File: src/rtl/crc32_pkg.sv
// Shared CRC-32 definitions for the 32-bit word datapath.
// Holds the polynomial, init and residue constants, the transmitter state
// encoding and the 32-bit parallel update used by both the transmitter and
// the receive-side checker.
package crc32_pkg;

   localparam logic [31:0] CRC32_POLY    = 32'h04C11DB7;
   localparam logic [31:0] CRC32_INIT    = 32'hFFFFFFFF;
   localparam logic [31:0] CRC32_RESIDUE = 32'h00000000;

   typedef enum logic {
      ST_DATA,
      ST_CRC
   } crc32_state_t;

   // Non-reflected, MSB-first update of the CRC register by one 32-bit word.
   // The loop unrolls into a pure XOR network. Its net effect is
   // (c ^ d) * x^32 mod P, so running the raw register value back through
   // the update yields a zero residue.
   function automatic logic [31:0] crc32_d32_next(input logic [31:0] c,
                                                  input logic [31:0] d);
      logic [31:0] r;
      logic        fb;
      r = c;
      for (int i = 31; i >= 0; i--) begin
         fb = r[31] ^ d[i];
         r  = {r[30:0], 1'b0} ^ (fb ? CRC32_POLY : 32'h0);
      end
      return r;
   endfunction

endpackage

File: src/rtl/crc32_d32_next_comb.sv
// Combinational CRC-32 word update, a thin wrapper around the package
// function so the XOR network appears as its own instance.
// Ports:
//   c  current CRC register value
//   d  data word being absorbed
//   n  next CRC register value
module crc32_d32_next_comb
   import crc32_pkg::*;
(
   input  logic [31:0] c,
   input  logic [31:0] d,
   output logic [31:0] n
);

   assign n = crc32_d32_next(c, d);

endmodule

File: src/rtl/crc32_append_tx.sv
// Transmit-side CRC-32 generator. Forwards every word of an input frame
// unchanged and appends the raw CRC register as one extra beat after the
// word marked s_last.
// Ports:
//   clk, rst_n                   clock, synchronous active-low reset
//   s_valid/s_ready/s_data/s_last input word stream
//   m_valid/m_ready/m_data        output beat stream
//   m_last, m_is_crc              both high only on the appended CRC beat
//   busy                          frame in progress until CRC beat accepted
module crc32_append_tx
   import crc32_pkg::*;
#(
   parameter logic [31:0] CRC_INIT = CRC32_INIT
)
(
   input  logic        clk,
   input  logic        rst_n,
   input  logic        s_valid,
   output logic        s_ready,
   input  logic [31:0] s_data,
   input  logic        s_last,
   output logic        m_valid,
   input  logic        m_ready,
   output logic [31:0] m_data,
   output logic        m_last,
   output logic        m_is_crc,
   output logic        busy
);

   crc32_state_t state;
   logic [31:0]  crc;
   logic [31:0]  crc_next;
   logic         out_free;

   crc32_d32_next_comb u_crc_next (
      .c (crc),
      .d (s_data),
      .n (crc_next)
   );

   // The output register can take a new beat when it is empty or its
   // current beat is being consumed this cycle. s_ready depends only on
   // registered state and m_ready, never on s_valid.
   assign out_free = !m_valid || m_ready;
   assign s_ready  = (state == ST_DATA) && out_free;

   // FSM, CRC register, output register and busy flag. A consumed beat
   // drops m_valid unless a new beat is loaded on the same edge; fields
   // otherwise hold, keeping the output stable while stalled. The busy
   // clear comes before the data accept so that a new frame starting on
   // the CRC handshake edge leaves busy set.
   always_ff @(posedge clk) begin
      if (!rst_n) begin
         state    <= ST_DATA;
         crc      <= CRC_INIT;
         m_valid  <= 1'b0;
         m_data   <= 32'h0;
         m_last   <= 1'b0;
         m_is_crc <= 1'b0;
         busy     <= 1'b0;
      end else begin
         if (m_valid && m_ready) begin
            m_valid <= 1'b0;
         end
         if (m_valid && m_ready && m_is_crc) begin
            busy <= 1'b0;
         end
         case (state)
            ST_DATA: begin
               if (s_valid && s_ready) begin
                  m_data   <= s_data;
                  m_valid  <= 1'b1;
                  m_last   <= 1'b0;
                  m_is_crc <= 1'b0;
                  crc      <= crc_next;
                  busy     <= 1'b1;
                  if (s_last) begin
                     state <= ST_CRC;
                  end
               end
            end
            ST_CRC: begin
               if (out_free) begin
                  m_data   <= crc;
                  m_valid  <= 1'b1;
                  m_last   <= 1'b1;
                  m_is_crc <= 1'b1;
                  crc      <= CRC_INIT;
                  state    <= ST_DATA;
               end
            end
            default: begin
               state <= ST_DATA;
            end
         endcase
      end
   end

endmodule

File: config.mk
export PLATFORM = sky130hd
export DESIGN_NAME = crc32_append_tx
export DESIGN_NICKNAME = d
export VERILOG_FILES = /design/src/rtl/crc32_pkg.sv /design/src/rtl/crc32_d32_next_comb.sv /design/src/rtl/crc32_append_tx.sv
export SDC_FILE = /design/constraint.sdc
export NUM_CORES = 1
export LEC_CHECK = 0
export CAP_MARGIN = 0
export CORE_MARGIN = 5
export CORE_UTILIZATION = 55
export DETAILED_ROUTE_END_ITERATION = 12
export PLACE_DENSITY_LB_ADDON = 0.25
export RECOVER_POWER = 50
export SLEW_MARGIN = 20
export SYNTH_ARGS = -nofsm -noshare
export SYNTH_HDL_FRONTEND = slang
export SYNTH_SLANG_ARGS = --single-unit
File: constraint.sdc
create_clock -name clk -period 6.2 [get_ports clk]
set_clock_uncertainty 0.1 [all_clocks]
set_input_delay 0.93 -clock clk [delete_from_list [all_inputs] [get_ports clk]]
set_output_delay 0.93 -clock clk [all_outputs]
set_load 0.01 [all_outputs]
* Word-level counts from Yosys, hierarchy flattened
Index checks and enable logic that the tools add are counted.
** Operators by class
- Bitwise operators :: 65
- Muxes and demuxes :: 52
- Equal/unequal tests :: 2
- Reduce and logical (&&, ||, !) cells :: 7
** Operators by type and width (count)
- $xor A32 B32 Y32 :: 32
- $mux W27 :: 32
- $mux W32 :: 4
- $pmux W32 S2 :: 2
- $xor A1 B1 Y1 :: 32
- $mux W1 :: 11
- $pmux W1 S2 :: 3
- $logic_and A1 B1 Y1 :: 4
- $ne A2 B1 Y1 const B :: 2
- $reduce_and A2 Y1 :: 1
- $logic_not A1 Y1 :: 1
- $logic_or A1 B1 Y1 :: 1
- $not A1 Y1 :: 1
** Word-level totals
- Input bits :: 37
- Flip-flop bits (word level) :: 68
- Word-level logic and storage cells :: 132
- Output and inout bits :: 37

* Longest topological paths before layout
Gate-level depths: netlist of the first run.
- Depth in word-level cells :: 98
- Gate-level depth with buffers :: 9
- Mapped depth without buffers :: 9

* Hierarchy
Synthesis of the first run repeated with hierarchy kept, for this count alone.
** Unflattened totals
- Cells, all modules :: 494
- Area, all modules :: 6361.1 µm²
** Modules (own cells, without submodules)
- crc32_d32_next_comb :: seq. area each 0.0 µm², area an instance 3373.2 µm², cells an instance 251, times used 1
- crc32_append_tx :: seq. area each 1361.3 µm², area an instance 2987.9 µm², cells an instance 243, times used 1

* Least setup slack after synthesis of the first run
No wires, ideal clock.
- Path kind :: input -> register
- From :: input port s_data[27]
- To :: register crc[11]
- Setup time :: 0.117 ns
- Buffers on the path :: 0
- Slack :: 1.893 ns
- Stages :: 9
- Data arrival time :: 4.090 ns
- Data required time :: 5.983 ns
- Path through :: xnor2_2 > xor3_1 > xnor3_1 > xor2_2 > xor2_2 > xnor3_2 > xnor2_2 > xor3_1 > o22a_1
** Between the ends
- Cells in the longest elaborated chain, start to end :: 40
- Elaborated cells between the ends (all ways) :: 56
- Classes of those cells :: mux (15); bitwise (41)
** Ends and longest elaborated chain
- start, declared :: line crc32_append_tx.sv:20 : input logic [31:0] s_data,
- $xor A1 B1 Y1 (*) :: line crc32_pkg.sv:26 : fb = r[31] ^ d[i];
- $mux W27 (*) :: line crc32_pkg.sv:27 : r = {r[30:0], 1'b0} ^ (fb ? CRC32_POLY : 32'h0);
- $xor A32 B32 Y32 (*) (6 in a row) :: line crc32_pkg.sv:27
- $xor A1 B1 Y1 / $xor A32 B32 Y32 (equally long branches) :: line crc32_pkg.sv:26, crc32_pkg.sv:27
- $mux W27 / $xor A32 B32 Y32 (equally long branches) :: line crc32_pkg.sv:27
- $xor A32 B32 Y32 (*) (6 in a row) :: line crc32_pkg.sv:27
- $xor A1 B1 Y1 / $xor A32 B32 Y32 (equally long branches) :: line crc32_pkg.sv:26, crc32_pkg.sv:27
- $mux W27 / $xor A32 B32 Y32 (equally long branches) :: line crc32_pkg.sv:27
- $xor A32 B32 Y32 (*) (6 in a row) :: line crc32_pkg.sv:27
- $xor A1 B1 Y1 / $xor A32 B32 Y32 (equally long branches) :: line crc32_pkg.sv:26, crc32_pkg.sv:27
- $mux W27 / $xor A32 B32 Y32 (equally long branches) :: line crc32_pkg.sv:27
- $xor A32 B32 Y32 (*) (6 in a row) :: line crc32_pkg.sv:27
- $xor A1 B1 Y1 / $xor A32 B32 Y32 (equally long branches) :: line crc32_pkg.sv:26, crc32_pkg.sv:27
- $mux W27 / $xor A32 B32 Y32 (equally long branches) :: line crc32_pkg.sv:27
- $xor A32 B32 Y32 (*) (4 in a row) :: line crc32_pkg.sv:27
- $mux W32 (*) :: line crc32_append_tx.sv:70 : if (s_valid && s_ready) begin
- $pmux W32 S2 (*) :: line crc32_append_tx.sv:68 : case (state)
- end signal, assigned :: line crc32_append_tx.sv:75 : crc <= crc_next;
- end, declared :: line crc32_append_tx.sv:31 : logic [31:0] crc;
Mark *: on every way between the ends. The rest lies on a longest branch, timed or not. The select of a mux whose other input is x is not followed.
A chain may end at the register's enable or synchronous reset.

* Worst setup path in the final report of the first run
- From :: input port s_valid
- To :: register m_data[10]
** Between the ends
- Cells in the longest elaborated chain, start to end :: 3
** Ends and longest elaborated chain
- start, declared :: line crc32_append_tx.sv:18 : input logic s_valid,
- $logic_and A1 B1 Y1 :: line crc32_append_tx.sv:70
- $ne A2 B1 Y1 (no line)
- $reduce_and A2 Y1 (no line)
- end signal, assigned :: line crc32_append_tx.sv:71 : m_data <= s_data;
- end signal, assigned :: line crc32_append_tx.sv:84 : m_data <= crc;
- end, declared :: line crc32_append_tx.sv:24 : output logic [31:0] m_data,
Every way passes these cells.

==> out/qor.yml, run 1 <==
fin_nets: 607
initial_utilization: 0.5649
post_drt_wl_per_cell_um: 21.66
rows: 37
drtPass1Iterations: 4
ys.flop_type: "dfxtp_1"
grt_pass1_vias: 4122
ff2ff_setup_slack_ns: 1.97
register_area_um2: 1363
arrival_ns: 5.12
grt_setup_unrepaired: "false"
period_needed_ns: 4.963
synth_area_leaders: "dfxtp_1, xnor2_1, xnor3_1, xor2_1, mux2i_1"
crit_type: "in -> reg"
hold_class: "reg -> reg"
place.gp.congestion: 0.9575
cts_resized: 0
grt_start_max_net_pins: 48
post-route-drc-count: 0
finalSetupViolCount: 0
post-cts-setup-buffers: 0
via_per_inst: 5.508
die_w_um: 113.0
max_freq_mhz: 201.5
cp-end-kind: "flop"
ant_nets: 0
antenna_found_initial: 0
cts_buffers: 9
start_kind: "primary input"
path_clk_slew_ns: 0.08
min_from: "m_data[8]"
maxSlewHeadroom: -0.3901
dp_hpwl_mm: 12.09
num_vias: 3916
coreArea_um2: 10320
reg2regPathDepth: 9
synth_nets: 541
yosysMostFrequentCell: "xnor2_1"
ys_types: 32
worst-path-max-fanout: 47
period_share: 0.8005
timing.rr.start: "crc[24]"
die_height_um: 113.0
avgSynthCellArea_um2: 11.57
ys_warn_count: 0
dieArea_um2: 12760
cts_tree: "done"
netlist_area_um2: 5832
violations: "max-capacitance violations, max-slew violations"
hold_buffers: 0
drive_gt1_frac: 0.1009
async_flop_share: 0
synth_seq_cells: 68
run_status: "finished with violations"
wirelength_mm: 15.40
hold_viol: 0
yosys-top-cells-count: "xnor2_1, dfxtp_1, nand2_1, xor2_1"
tightest_slew_ns: 2.077
antenna_cells: 0
synth_edf_count: 0
synth_top_cell_by_area: "dfxtp_1"
synth_top_cell_area_share: 0.2334
synth_cells: 504
clk_latency_ns: 0.36
numClockSinks: 68
area_delta_synth_final_pct: 17.96
worstHoldEndpoint: "m_data[8]"
clk_path_buf_depth: 2
root_buffer: "clkbuf_8"
whs_path_depth: 1
io_pins: 74
cp_data_required_time_ns: 6.35
maxSlewViolCount: 80
drt_iter0_drc: 309
multiInputGateArea_um2: 4352
r2r_end: "crc[18]"
htreeDepth: 3
setup_tns_ns: 0
grt_use_total: 0.2468
ys_seq_area_frac: 0.2334
grt_first_pass_wirelength_mm: 23.73
grt_overflow: 0
maxCapViolations: 2
fillers: 807
portBuffers: 73
-- cell families after synthesis --
| logic type | synth area share |
|---|---|
| xor gates and xnor gates | 0.5456 |
| AOI/OAI and AO/OA | 0.1041 |
| DFF | 0.2334 |
| and+or+nand+nor | 0.04162 |
| muxes | 0.05492 |
| buffers and inverters | 0.02038 |
-- sequential cells by signal, summed over array words and instances, names as in the netlist --
signal,flops
m_data,32
m_is_crc,1
busy,1
state,1
m_valid,1
crc,32
-- worst max-delay path by stage --
stage | from | end
2_1_floorplan | s_data[27] | crc[11]
3_3_place_gp | s_data[26] | crc[11]
6_report | s_valid | m_data[10]
5_1_grt | s_valid | m_data[10]
3_5_place_dp | s_data[26] | crc[11]
4_1_cts | s_data[26] | crc[11]
-- per-layer routing --
metal	global-route usage	vias up	wire [µm]
met5	0	-	0
met3	0.03850	25	848
met1	0.3187	1913	6568
met4	0.08333	0	419
met2	0.4222	118	7563
li1	-	1860	-
-- placed cells by master (no fill, tap or decap), types with 2 or more instances in the layout --
cell type and n:
o21ai_0 2, clkdlybuf4s50_1 35, nor2b_1 3, nand3_1 2, xnor2_4 3, bufinv_16 2
nor2_1 4, nand2_1 46, xor2_1 46, xnor2_1 130, xor3_1 7, xnor3_1 32
o22ai_1 12, xnor3_4 2, xnor3_2 8, clkinv_4 2, clkbuf_8 9, xnor2_2 15
xor2_2 3, mux2i_1 32, dfxtp_1 67, buf_4 5, dlygate4sd3_1 38, o22a_1 20
o211a_1 32, xor2_4 4
-- stage by stage --
step	cell area [µm²]	hold WS (ns)	utilization	std cells	setup WS, ns
floorplan	5832	0.3997	-	504	1.893
global placement	6668	0.3810	0.6459	695	0.9774
detailed placement	6668	0.3856	0.6459	695	0.9557
CTS	6890	0.4046	0.6674	711	1.342
global route	6879	0.4187	0.6663	711	0.8778
finish	6879	0.3971	0.6663	711	1.237
-- area by class of cell --
type / instances / area share
flip-flops and latches: 68 / 0.1981
clock inverters: 7 / 0.01437
clock buffers: 9 / 0.01801
repair buffers: 79 / 0.1122
well taps: 136 / 0.02474
multi-input cells: 412 / 0.6326
-- critical path, cell delays in order --
cell and delay [ns]:
dlygate4sd3_1 0.61, nor2_1 0.09, nor2_1 1.53, clkbuf_1 1.44
nand2_1 0.25, o211a_1 0.24
Power of run 1 is not shown: default switching activity piles up to over one toggle a cycle in this logic, so the estimate is an artifact.
==> run 2, diff against run 1 <==
Settings changed: CORE_UTILIZATION 55 to 52.
Clock period 6.2 ns to 4.2 ns, I/O delays scaled along.
==> run 2 against run 1 <==
Compared with the run above:
- the run now ends clean
- cell area up 14%
- sequential share of layout area down 2.4 points
- utilization up 5.0 points
- non-clock buffer count up 102
- setup slack worse by 1.1 ns
- via count up 9.9%
- hold slack worse by 0.0048 ns
- register-to-register slack worse by 1.5 ns
- count of clock-buffer cells in the layout up 2
- first-iteration DRC count down 30%
- global-route usage up 0.87 points
- critical endpoint is now crc[10]
==> out/qor.yml, run 2 (synthesis results as in run 1) <==
run_status: "completed"  # was finished with violations
drt_iter0_drc: 215  # was 309
arrival_ns: 4.19  # was 5.12 ns
num_vias: 4303  # was 3916
register_area_um2: 1363  # unchanged
drive_gt1_frac: 0.2526  # was 0.1009
coreArea_um2: 10940  # was 10320 µm²
fin_ws_ns: 0.1273  # was 1.237 ns
hold_ws_ns: 0.3924  # was 0.3971 ns
finalSetupViolCount: 0  # unchanged
worst-path-max-fanout: 5  # was 47
cts_tree: "done"  # unchanged
cts_buffers: 9  # unchanged
dp_hpwl_mm: 13.13  # was 12.09 mm
die_w_um: 115.9  # was 113.0 µm
rows: 38  # was 37
max_freq_mhz: 245.5
ff2ff_setup_slack_ns: 0.52  # was 1.97 ns
multiInputGateArea_um2: 4437  # was 4352 µm²
antenna_cells: 0  # unchanged
grt_first_pass_wirelength_mm: 25.43  # was 23.73 mm
place_ws_ns: -0.3666  # was 0.9557 ns
fin_nets: 709  # was 607
cp-end-kind: "flop"  # unchanged
htreeDepth: 3  # unchanged
grt_overflow: 0  # unchanged
wirelength_mm: 16.42  # was 15.40 mm
final_core_util: 0.7167  # was 0.6663
fillers: 822  # was 807
final_cell_mix: "xnor2_1, buf_4, dfxtp_1, nand2_1, xor2_1"  # was xnor2_1, dfxtp_1, xor2_1, nand2_1, dlygate4sd3_1
post_drt_wl_per_cell_um: 20.10  # was 21.66 µm
via_per_inst: 5.267  # was 5.508
hold_viol: 0  # unchanged
place.gp.congestion: 0.9609  # was 0.9575
period_needed_ns: 4.073
drtPass1Iterations: 5  # was 4
numClockSinks: 68  # unchanged
io_pins: 74  # unchanged
reg2regPathDepth: 11  # was 9
period_share: 0.9697
maxSlewViolCount: 0  # was 80
ant_nets: 0  # unchanged
area_delta_synth_final_pct: 34.39  # was 17.96%
die_height_um: 115.9  # was 113.0 µm
grt_start_max_net_pins: 51  # was 48
maxCapViolations: 0  # was 2
setup_tns_ns: 0  # unchanged
hold_class: "reg -> reg"  # unchanged
tightest_slew_ns: 0.8850  # was 2.077 ns
antenna_found_initial: 0  # unchanged
clk_path_buf_depth: 2  # unchanged
cp_data_required_time_ns: 4.32  # was 6.35 ns
crit_type: "in -> reg"  # unchanged
maxSlewHeadroom: 0.4082  # was -0.3901
initial_utilization: 0.5333  # was 0.5649
grt_use_total: 0.2555  # was 0.2468
post-route-drc-count: 0  # unchanged
path_clk_slew_ns: 0.05  # was 0.08 ns
root_buffer: "clkbuf_16"  # was clkbuf_8
grt_setup_unrepaired: "false"  # unchanged
whs_path_depth: 1  # unchanged
final_common_cell: "xnor2_1"  # unchanged
start_kind: "primary input"  # unchanged
clk_latency_ns: 0.34  # was 0.36 ns
grt_pass1_vias: 4545  # was 4122
portBuffers: 73  # unchanged
dieArea_um2: 13430  # was 12760 µm²
top_regs: "crc x32, m_data x32"  # unchanged
-- run 2: cell types whose count changed in the layout (fill, tap and decap cells not counted), sizes merged --
cell and delta:
buf +102, bufinv -1, clkbuf +2, clkinv -2, clkinvlp +1
-- run 2: layout make-up --
type,instances,share of cell area
clock inverters,5,0.007503
flip-flops and latches,68,0.1739
multi-input cells,412,0.5661
well taps,140,0.02235
clock buffers,11,0.03225
repair buffers,181,0.1980
-- run 2: worst paths after layout --
path,from,end
min reg2reg,m_data[6],m_data[6]
max reg2reg,crc[29],crc[10]
max,s_data[28],crc[10]
min,m_data[6],m_data[6]
-- run 2: critical path, stage by stage --
cell and delay [ns]:
clkdlybuf4s50_1 0.58, xor2_4 0.26, xnor3_2 0.53, xnor2_2 0.20, buf_4 0.16, xnor3_4 0.51
xnor3_2 0.30, xnor2_2 0.22, buf_4 0.20, xnor3_1 0.28, xnor2_1 0.16, o22a_1 0.16
-- run 2: repair_timing --
| item | CTS | global route |
|---|---|---|
| endpoints found under the setup margin | 2 | 8 |
| hold endpoints to repair | 0 | 0 |
| gates resized for setup | 2 | 9 |
| pin swaps | 0 | 4 |
| hold buffers | 0 | 0 |
| buffers inserted | 0 | 1 |
-- run 2: through the flow --
step,std cells,area (µm²)
detailed placement,800,7443
global route,817,7838
floorplan,504,5832
global placement,800,7443
CTS,816,7764
finish,817,7838
-- run 2: per-layer routing --
metal,wire length [µm],GRT usage,vias to the layer above
met3,880,0.05170,25
met4,407,0.08121,0
met1,7297,0.3456,2087
met5,0,0,-
li1,-,-,2065
met2,7837,0.4127,126
Power of run 2 is left out for the same reason.
